==> src/rtl/note_seq_ctrl.sv <==
// -----------------------------------------------------------------------------
// note_seq_ctrl -- melody sequencer feeding the note generator.
//
// The keyboard/recorder logic appends notes to a small memory while the
// sequencer is stopped. On play the sequencer steps through the notes at a
// tempo chosen by speed_i. A silent gap of GAP_CYC cycles separates notes, and
// the sequence can loop. Silence is sent to the note generator as note_div = 1.
//
// Ports:
//   clk, rst        clock; asynchronous active-high reset
//   wr_en_i         append {wr_note_i, wr_len_i} (IDLE and not full only)
//   wr_note_i[5:0]  0 = rest, 1..48 = C3..B6, 49..63 treated as rest
//   wr_len_i[2:0]   duration in beats minus one
//   clr_i           empty the memory (IDLE only; wins over wr_en_i)
//   play_i/pause_i/stop_i  control pulses, priority stop > pause > play
//   loop_i          restart at index 0 after the last note (sampled at advance)
//   speed_i[1:0]    beat period CLK_HZ/2, /4, /8, /16 cycles
//   vol_in_i[2:0]   user volume
//   note_div_o      divider to note generator (1 = silence)
//   vol_out_o       volume to note generator
//   playing_o, paused_o, done_o, beat_tick_o, note_idx_o, count_o, full_o
//
// Optional build macro SEQ_FADE_EN: vol_out_o reloads vol_in_i at every note
// onset and steps down by one per beat inside the note (floor 1). Without it
// vol_out_o is vol_in_i delayed by one register.
// -----------------------------------------------------------------------------
module note_seq_ctrl #(
    parameter int CLK_HZ  = 100_000_000,
    parameter int DEPTH   = 16,
    parameter int AW      = 4,
    parameter int GAP_CYC = 1_000_000
) (
    input  logic          clk,
    input  logic          rst,
    input  logic          wr_en_i,
    input  logic [5:0]    wr_note_i,
    input  logic [2:0]    wr_len_i,
    input  logic          clr_i,
    input  logic          play_i,
    input  logic          pause_i,
    input  logic          stop_i,
    input  logic          loop_i,
    input  logic [1:0]    speed_i,
    input  logic [2:0]    vol_in_i,
    output logic [21:0]   note_div_o,
    output logic [2:0]    vol_out_o,
    output logic          playing_o,
    output logic          paused_o,
    output logic          done_o,
    output logic          beat_tick_o,
    output logic [AW-1:0] note_idx_o,
    output logic [AW:0]   count_o,
    output logic          full_o
);
    localparam logic [1:0] S_IDLE  = 2'd0;
    localparam logic [1:0] S_PLAY  = 2'd1;
    localparam logic [1:0] S_GAP   = 2'd2;
    localparam logic [1:0] S_PAUSE = 2'd3;

    localparam int BW = $clog2(CLK_HZ / 2 + 1);
    localparam int GW = (GAP_CYC > 1) ? $clog2(GAP_CYC) : 1;

    function automatic logic [21:0] scale_base(input longint base);
        longint scaled;
        scaled = (base * longint'(CLK_HZ)) / 64'sd100_000_000;
        return scaled[21:0];
    endfunction

    // Octave-3 dividers rescaled to the real clock; padded so a 4-bit index is always in range.
    localparam logic [21:0] BASE_S [16] = '{
        scale_base(64'sd764468), scale_base(64'sd721568), scale_base(64'sd681063),
        scale_base(64'sd642838), scale_base(64'sd606759), scale_base(64'sd572672),
        scale_base(64'sd540541), scale_base(64'sd510204), scale_base(64'sd481556),
        scale_base(64'sd454545), scale_base(64'sd429037), scale_base(64'sd404956),
        22'd1, 22'd1, 22'd1, 22'd1};

    function automatic logic [21:0] decode_note(input logic [5:0] code);
        logic [5:0] c;
        logic [1:0] oct;
        logic [3:0] semi;
        c = code - 6'd1;
        if (c < 6'd12) begin
            oct = 2'd0; semi = c[3:0];
        end else if (c < 6'd24) begin
            oct = 2'd1; semi = 4'(c - 6'd12);
        end else if (c < 6'd36) begin
            oct = 2'd2; semi = 4'(c - 6'd24);
        end else begin
            oct = 2'd3; semi = 4'(c - 6'd36);
        end
        if ((code == 6'd0) || (code > 6'd48)) begin
            return 22'd1;
        end else begin
            return BASE_S[semi] >> oct;
        end
    endfunction

    logic [8:0]    mem_q [DEPTH];
    logic [1:0]    state_q, state_d, resume_q, resume_d;
    logic [AW-1:0] idx_q, idx_d, nxt_idx_s;
    logic [BW-1:0] beat_q, beat_d, period_m1_s;
    logic [2:0]    left_q, left_d;
    logic [GW-1:0] gap_q, gap_d;
    logic [AW:0]   count_q, count_d;
    logic [21:0]   note_div_q;
    logic [2:0]    vol_q;
    logic          playing_q, paused_q, done_q, tick_q, full_q;
    logic          tick_s, last_s, adv_s, done_s, onset_s, wr_ok_s;

    assign nxt_idx_s = idx_q + AW'(1);
    assign last_s    = ({1'b0, idx_q} + {{AW{1'b0}}, 1'b1}) >= count_q;
    assign tick_s    = (state_q == S_PLAY) && (beat_q >= period_m1_s);
    assign wr_ok_s   = (state_q == S_IDLE) && wr_en_i && !clr_i && !full_q;

    // Beat length in clock cycles minus one, selected by speed.
    always_comb begin
        case (speed_i)
            2'd0:    period_m1_s = BW'(CLK_HZ / 2 - 1);
            2'd1:    period_m1_s = BW'(CLK_HZ / 4 - 1);
            2'd2:    period_m1_s = BW'(CLK_HZ / 8 - 1);
            2'd3:    period_m1_s = BW'(CLK_HZ / 16 - 1);
            default: period_m1_s = BW'(CLK_HZ / 2 - 1);
        endcase
    end

    // Sequencer next-state: progress first, then advance, then pause override.
    always_comb begin
        state_d  = state_q;
        resume_d = resume_q;
        idx_d    = idx_q;
        beat_d   = beat_q;
        left_d   = left_q;
        gap_d    = gap_q;
        adv_s    = 1'b0;
        done_s   = 1'b0;
        onset_s  = 1'b0;
        if (stop_i) begin
            state_d = S_IDLE;
            idx_d   = '0;
            beat_d  = '0;
            left_d  = 3'd0;
            gap_d   = '0;
        end else begin
            case (state_q)
                S_IDLE: begin
                    if (!pause_i && play_i && (count_q != '0)) begin
                        state_d = S_PLAY;
                        idx_d   = '0;
                        beat_d  = '0;
                        left_d  = mem_q[0][2:0];
                        onset_s = 1'b1;
                    end else begin
                        state_d = S_IDLE;
                    end
                end
                S_PLAY: begin
                    if (tick_s) begin
                        beat_d = '0;
                        if (left_q != 3'd0) begin
                            left_d = left_q - 3'd1;
                        end else if (GAP_CYC > 0) begin
                            state_d = S_GAP;
                            gap_d   = '0;
                        end else begin
                            adv_s = 1'b1;
                        end
                    end else begin
                        beat_d = beat_q + BW'(1);
                    end
                end
                S_GAP: begin
                    if (gap_q >= GW'(GAP_CYC - 1)) begin
                        adv_s = 1'b1;
                    end else begin
                        gap_d = gap_q + GW'(1);
                    end
                end
                S_PAUSE: begin
                    // Counters stay frozen; a second pause is simply ignored.
                    if (!pause_i && play_i) begin
                        state_d = resume_q;
                    end else begin
                        state_d = S_PAUSE;
                    end
                end
                default: begin
                    state_d = S_IDLE;
                end
            endcase

            if (adv_s) begin
                beat_d = '0;
                gap_d  = '0;
                if (!last_s) begin
                    state_d = S_PLAY;
                    idx_d   = nxt_idx_s;
                    left_d  = mem_q[nxt_idx_s][2:0];
                    onset_s = 1'b1;
                end else if (loop_i) begin
                    state_d = S_PLAY;
                    idx_d   = '0;
                    left_d  = mem_q[0][2:0];
                    onset_s = 1'b1;
                end else begin
                    state_d = S_IDLE;
                    idx_d   = '0;
                    left_d  = 3'd0;
                    done_s  = 1'b1;
                end
            end else begin
                adv_s = 1'b0;
            end

            // The cycle in which pause arrives still counts as played time.
            if (pause_i && ((state_q == S_PLAY) || (state_q == S_GAP)) && (state_d != S_IDLE)) begin
                resume_d = state_d;
                state_d  = S_PAUSE;
            end else begin
                resume_d = resume_d;
            end
        end
    end

    // Note-memory fill level; clear wins over a simultaneous write.
    always_comb begin
        if ((state_q == S_IDLE) && clr_i) begin
            count_d = '0;
        end else if (wr_ok_s) begin
            count_d = count_q + {{AW{1'b0}}, 1'b1};
        end else begin
            count_d = count_q;
        end
    end

    // Note memory storage (no reset needed: only entries below count are read).
    always_ff @(posedge clk) begin
        if (wr_ok_s) begin
            mem_q[count_q[AW-1:0]] <= {wr_note_i, wr_len_i};
        end
    end

    // Sequencer state, counters and registered outputs.
    always_ff @(posedge clk or posedge rst) begin
        if (rst) begin
            state_q    <= S_IDLE;
            resume_q   <= S_PLAY;
            idx_q      <= '0;
            beat_q     <= '0;
            left_q     <= 3'd0;
            gap_q      <= '0;
            count_q    <= '0;
            note_div_q <= 22'd1;
            playing_q  <= 1'b0;
            paused_q   <= 1'b0;
            done_q     <= 1'b0;
            tick_q     <= 1'b0;
            full_q     <= 1'b0;
        end else begin
            state_q    <= state_d;
            resume_q   <= resume_d;
            idx_q      <= idx_d;
            beat_q     <= beat_d;
            left_q     <= left_d;
            gap_q      <= gap_d;
            count_q    <= count_d;
            note_div_q <= (state_q == S_PLAY) ? decode_note(mem_q[idx_q][8:3]) : 22'd1;
            playing_q  <= (state_d == S_PLAY) || (state_d == S_GAP);
            paused_q   <= (state_d == S_PAUSE);
            done_q     <= done_s;
            tick_q     <= tick_s;
            full_q     <= (count_d == (AW+1)'(DEPTH));
        end
    end

    // Volume register: its reset value is the live input, so it loads while rst is held.
`ifdef SEQ_FADE_EN
    always_ff @(posedge clk) begin
        if (rst) begin
            vol_q <= vol_in_i;
        end else if (onset_s) begin
            vol_q <= vol_in_i;
        end else if (tick_s && (left_q != 3'd0) && (vol_q > 3'd1)) begin
            vol_q <= vol_q - 3'd1;
        end
    end
`else
    always_ff @(posedge clk) begin
        vol_q <= vol_in_i;
    end
`endif

    assign note_div_o  = note_div_q;
    assign vol_out_o   = vol_q;
    assign playing_o   = playing_q;
    assign paused_o    = paused_q;
    assign done_o      = done_q;
    assign beat_tick_o = tick_q;
    assign note_idx_o  = idx_q;
    assign count_o     = count_q;
    assign full_o      = full_q;
endmodule

==> config.mk <==
export PLATFORM = sky130hd
export DESIGN_NAME = note_seq_ctrl
export DESIGN_NICKNAME = d
export VERILOG_FILES = /design/src/rtl/note_seq_ctrl.sv
export SDC_FILE = /design/constraint.sdc
export NUM_CORES = 1
export LEC_CHECK = 0
export ABC_CLOCK_PERIOD_IN_PS = 11780
export CORE_MARGIN = 5
export CORE_UTILIZATION = 45
export DETAILED_ROUTE_END_ITERATION = 12
export GPL_TIMING_DRIVEN = 0
export PLACE_DENSITY_LB_ADDON = 0.15
export REMOVE_ABC_BUFFERS = 1
export SLEW_MARGIN = 10
export SYNTH_ARGS = -nofsm -noshare
export SYNTH_HDL_FRONTEND = slang
export SYNTH_SLANG_ARGS = --single-unit
==> constraint.sdc <==
create_clock -name clk -period 11.78 [get_ports clk]
set_input_delay 3.534 -clock clk [delete_from_list [all_inputs] [get_ports clk]]
set_output_delay 3.534 -clock clk [all_outputs]
set_load 0.02 [all_outputs]
==> impl_results.md <==
* Post-synth top area cell: edfxtp_1
* Placeable core region at 25900 sq um
* Area delta synth->final at 14.7%
* R2R setup slack at 4210 ps
* Post-synth EDFFs at 144
* Max incr delay on CP at 1150 ps
* Die ar. at 29500 sq um
* Post-Synth XOR/XNOR Area at 0.0326
* Hold Path Stages at 2
* Max Slew Vio Count at 0
* Clock root cell: clkbuf_16
* Initial antenna violation count at 0
* Max Freq at 0.132 GHz
* Post-CTS setup buffers at 0
* Top Family by Delay on Critical Path: simple AND/OR/NAND/NOR gates
* Reg2reg end: note_div_o[15]
* Critical path type: flop to flop
* Synth area leaders: edfxtp_1 37%, dfrtp_1 18%, mux4_2 5.7%
* Start point of the worst hold path: gap_q[19]
* Avg Vias per Cell at 5.63
* Simple-gate portion of the synthesized area at 0.132
* Hold Buf Count CTS at 0
* Sink Count at 234
* Synth cell types at 78
* Crit Path Max Fanout at 28
* Layout Nets at 1070
* Max-cap viol count at 0
* WL final at 24900 microns
* RSZ-0062 raised after global routing: false
* Leak pwr at 5.16 nW
* Die height at 172 microns
* Synth top area share at 0.367
* Outcome: complete, no violations
* Final Critical Period at 7570 ps
* Synth Warn # at 0
* Final HPWL DP at 16900 microns
* Crit start category: flop
* Hold Slack at 506 ps
* Worst hold path class: flop to flop
* H-tree depth reported by CTS at 1
* Critical path cell sequence: mux4_1 > nand3_1 > and4_1 > ha_1 > inv_1 > nor2_1 > or2_2 > clkinv_1 > ha_1 > nand2_1 > mux2i_1 > a22oi_1 > a22oi_2 > buf_8 > buf_6 > mux2i_1 > nor2_1 > nor3_1 > o22ai_1
* Final critical-path share of the clock period at 0.642
* Post-Synthesis Cell Area at 11800 sq um
* CP bufs+invs at 4
* Worst Hold End: gap_q[19]
* Total power at 1.87 mW
* CTS tree: done
* Post-synthesis cell count at 958
* Hold Violations, Final at 0
* Ys async rst share at 0.372
* Crit path DAT at 7960 ps
* Vias in the first global route at 7581
* Post-route DRC at 0
* RePlAce Congestion at 0.843
* Final setup viols at 0
* Synth Area in Compound Gates at 0.0995
* CP required at 12180 ps
* Clk_skew at 17.7 ps
* Worst Max-Slew Pin Slew at 1220 ps
* Ports at 61
* Clock Pin Slew Worst Setup and Hold Paths at 60 ps
* Maximum clock insertion buffer count at 3
* Remaining Overflow, GRT at 0
* FF+latch count, synth at 234
* Post-cts resize count at 0
* Worst r2r src: note_idx_o[1]
* Largest net degree at the start of global routing at 64
* Ys flop type: edfxtp_1
* Worst rel slew slack at 0.188
* Chip Width at 172 microns
* Global Route Usage Sum at 0.172
* Detailed Routing Iterations Pass 1 at 5
* Synth Area per Inst at 12.3 sq um
* R2R cell count at 19
* CP endpoint kind: flop
* Number of I/O port buffers at 58
* Routed Antenna Nets at 0
* Cell area power density at 139 nW/um^2
* CTS Buf Count at 26
* Layout cells sized above 1 at 0.0931
* Initial core utilization at 0.455
* DRT iter0 DRCs at 535
* Synth Area in Adders at 0.0506
* N_diodes at 0
* First-pass GRT wire length at 40800 microns
* Per-cell routed wire length at 18.4 microns
* Routed vias at 7622
* Post-route setup TNS at 0 ps
* Clk_lat worst skew at 550 ps
* Row Count at 59
* Slowest stage cell on the critical path: dfrtp_1
* Main combinational cell family by area after synthesis: simple AND/OR/NAND/NOR gates
* Mux cell area share after synthesis at 0.0973
* Worst vdd ir at 0.117 mV
* Post-synthesis sequential area ratio at 0.557
==> cell usage in the layout (no fill, tap or decap), types with 12 or more instances in the layout <==
cell and count:
a21oi_1 36, and3_1 41, clkbuf_16 26, clkdlybuf4s50_1 58, dfrtp_1 84, edfxtp_1 144, ha_1 46, inv_1 30
mux2i_1 12, mux4_2 30, nand2_1 67, nand2b_1 17, nand3_1 26, nand4_1 14, nor2_1 79, nor3_1 19
o21ai_0 52, o22ai_1 20, xnor2_1 22, xor2_1 20
==> sequential cells by signal (all words and copies together) (netlist names) <==
| signal | flops |
|---|---|
| mem_q | 144 |
| beat_q | 26 |
| gap_q | 20 |
| note_div_o | 20 |
| count_o | 5 |
| note_idx_o | 4 |
| left_q | 3 |
| vol_out_o | 3 |
| resume_q | 2 |
| state_q | 2 |
| beat_tick_o | 1 |
| done_o | 1 |
| full_o | 1 |
| paused_o | 1 |
| playing_o | 1 |
==> through the flow <==
stage               utilization  worst slack, ps  area (sq um)  std cells
floorplan                     -             4670         11600        912
global placement          0.485             2370         12600       1305
detailed placement        0.487             4310         12600       1309
CTS                       0.522             4290         13500       1355
global route              0.522             3720         13500       1355
finish                    0.522             4210         13500       1355
==> cells by family (layout without fill, tap and decap cells) <==
kind of cell / Yosys count / after routing
AND/OR/NAND/NOR: 310 / 310
flip-flops: 234 / 234
AO/OA/AOI/OAI: 181 / 181
buffers and inverters: 82 / 143
multiplexers: 59 / 59
adder cells (fa/ha/maj): 48 / 48
XOR/XNOR: 43 / 43
other: 1 / 2
==> worst reg2reg max path: cells and delay by family (launching register included) <==
family / cells / cell delay [ps]
mux: 3 / 910
fa+ha+maj: 2 / 1140
flops: 1 / 1150
buf+inv: 4 / 1390
compound gates: 3 / 910
simple gates: 7 / 1910
==> routing by layer <==
layer	up-vias	track usage	wire [microns]
met4	0	0.0437	573
met5	-	0	0
met1	3730	0.247	11500
met2	164	0.280	11700
li1	3693	-	-
met3	35	0.0246	1180
==> how the worst max path moves through the flow <==
stage	endpoint	from	depth (start not counted)	slack [ps]
after detailed placement	note_div_o[15]	note_idx_o[1]	19	4310
after CTS	note_div_o[15]	note_idx_o[0]	19	4290
after global routing	note_div_o[15]	note_idx_o[0]	19	3720
after global placement	note_div_o[5]	note_idx_o[0]	17	2370
after floorplan	note_div_o[1]	note_idx_o[0]	17	4670
final	note_div_o[15]	note_idx_o[1]	19	4210
==> final cells by class <==
class | instances | area [sq um]
Timing Repair Buffer | 62 | 646
Sequential cell | 234 | 6570
Multi-Input combinational cell | 643 | 4870
Clock inverter | 16 | 206
Tap cell | 335 | 419
Fill cell | 2235 | 12400
Clock buffer | 30 | 676
Inverter | 35 | 134
==> power breakdown <==
part	switching (mW)	total [mW]	leakage, nW	internal, mW
Clock	0.326	0.825	0.427	0.499
Sequential	0.00424	0.885	2.52	0.881
Combinational	0.103	0.163	2.22	0.0604
==> cell usage after synthesis, types with 14 or more instances <==
| cell | number |
|---|---|
| o22ai_1 | 20 |
| nand4_1 | 14 |
| clkbuf_1 | 27 |
| mux2i_1 | 14 |
| a21oi_1 | 36 |
| nor2_1 | 79 |
| dfrtp_1 | 85 |
| o21ai_0 | 52 |
| inv_1 | 31 |
| and3_1 | 41 |
| nor3_1 | 19 |
| mux4_2 | 30 |
| ha_1 | 46 |
| xnor2_1 | 22 |
| edfxtp_1 | 144 |
| nand3_1 | 26 |
| nand2b_1 | 17 |
| xor2_1 | 20 |
| nand2_1 | 67 |
No activity file was read; power rests on OpenSTA's default activity.
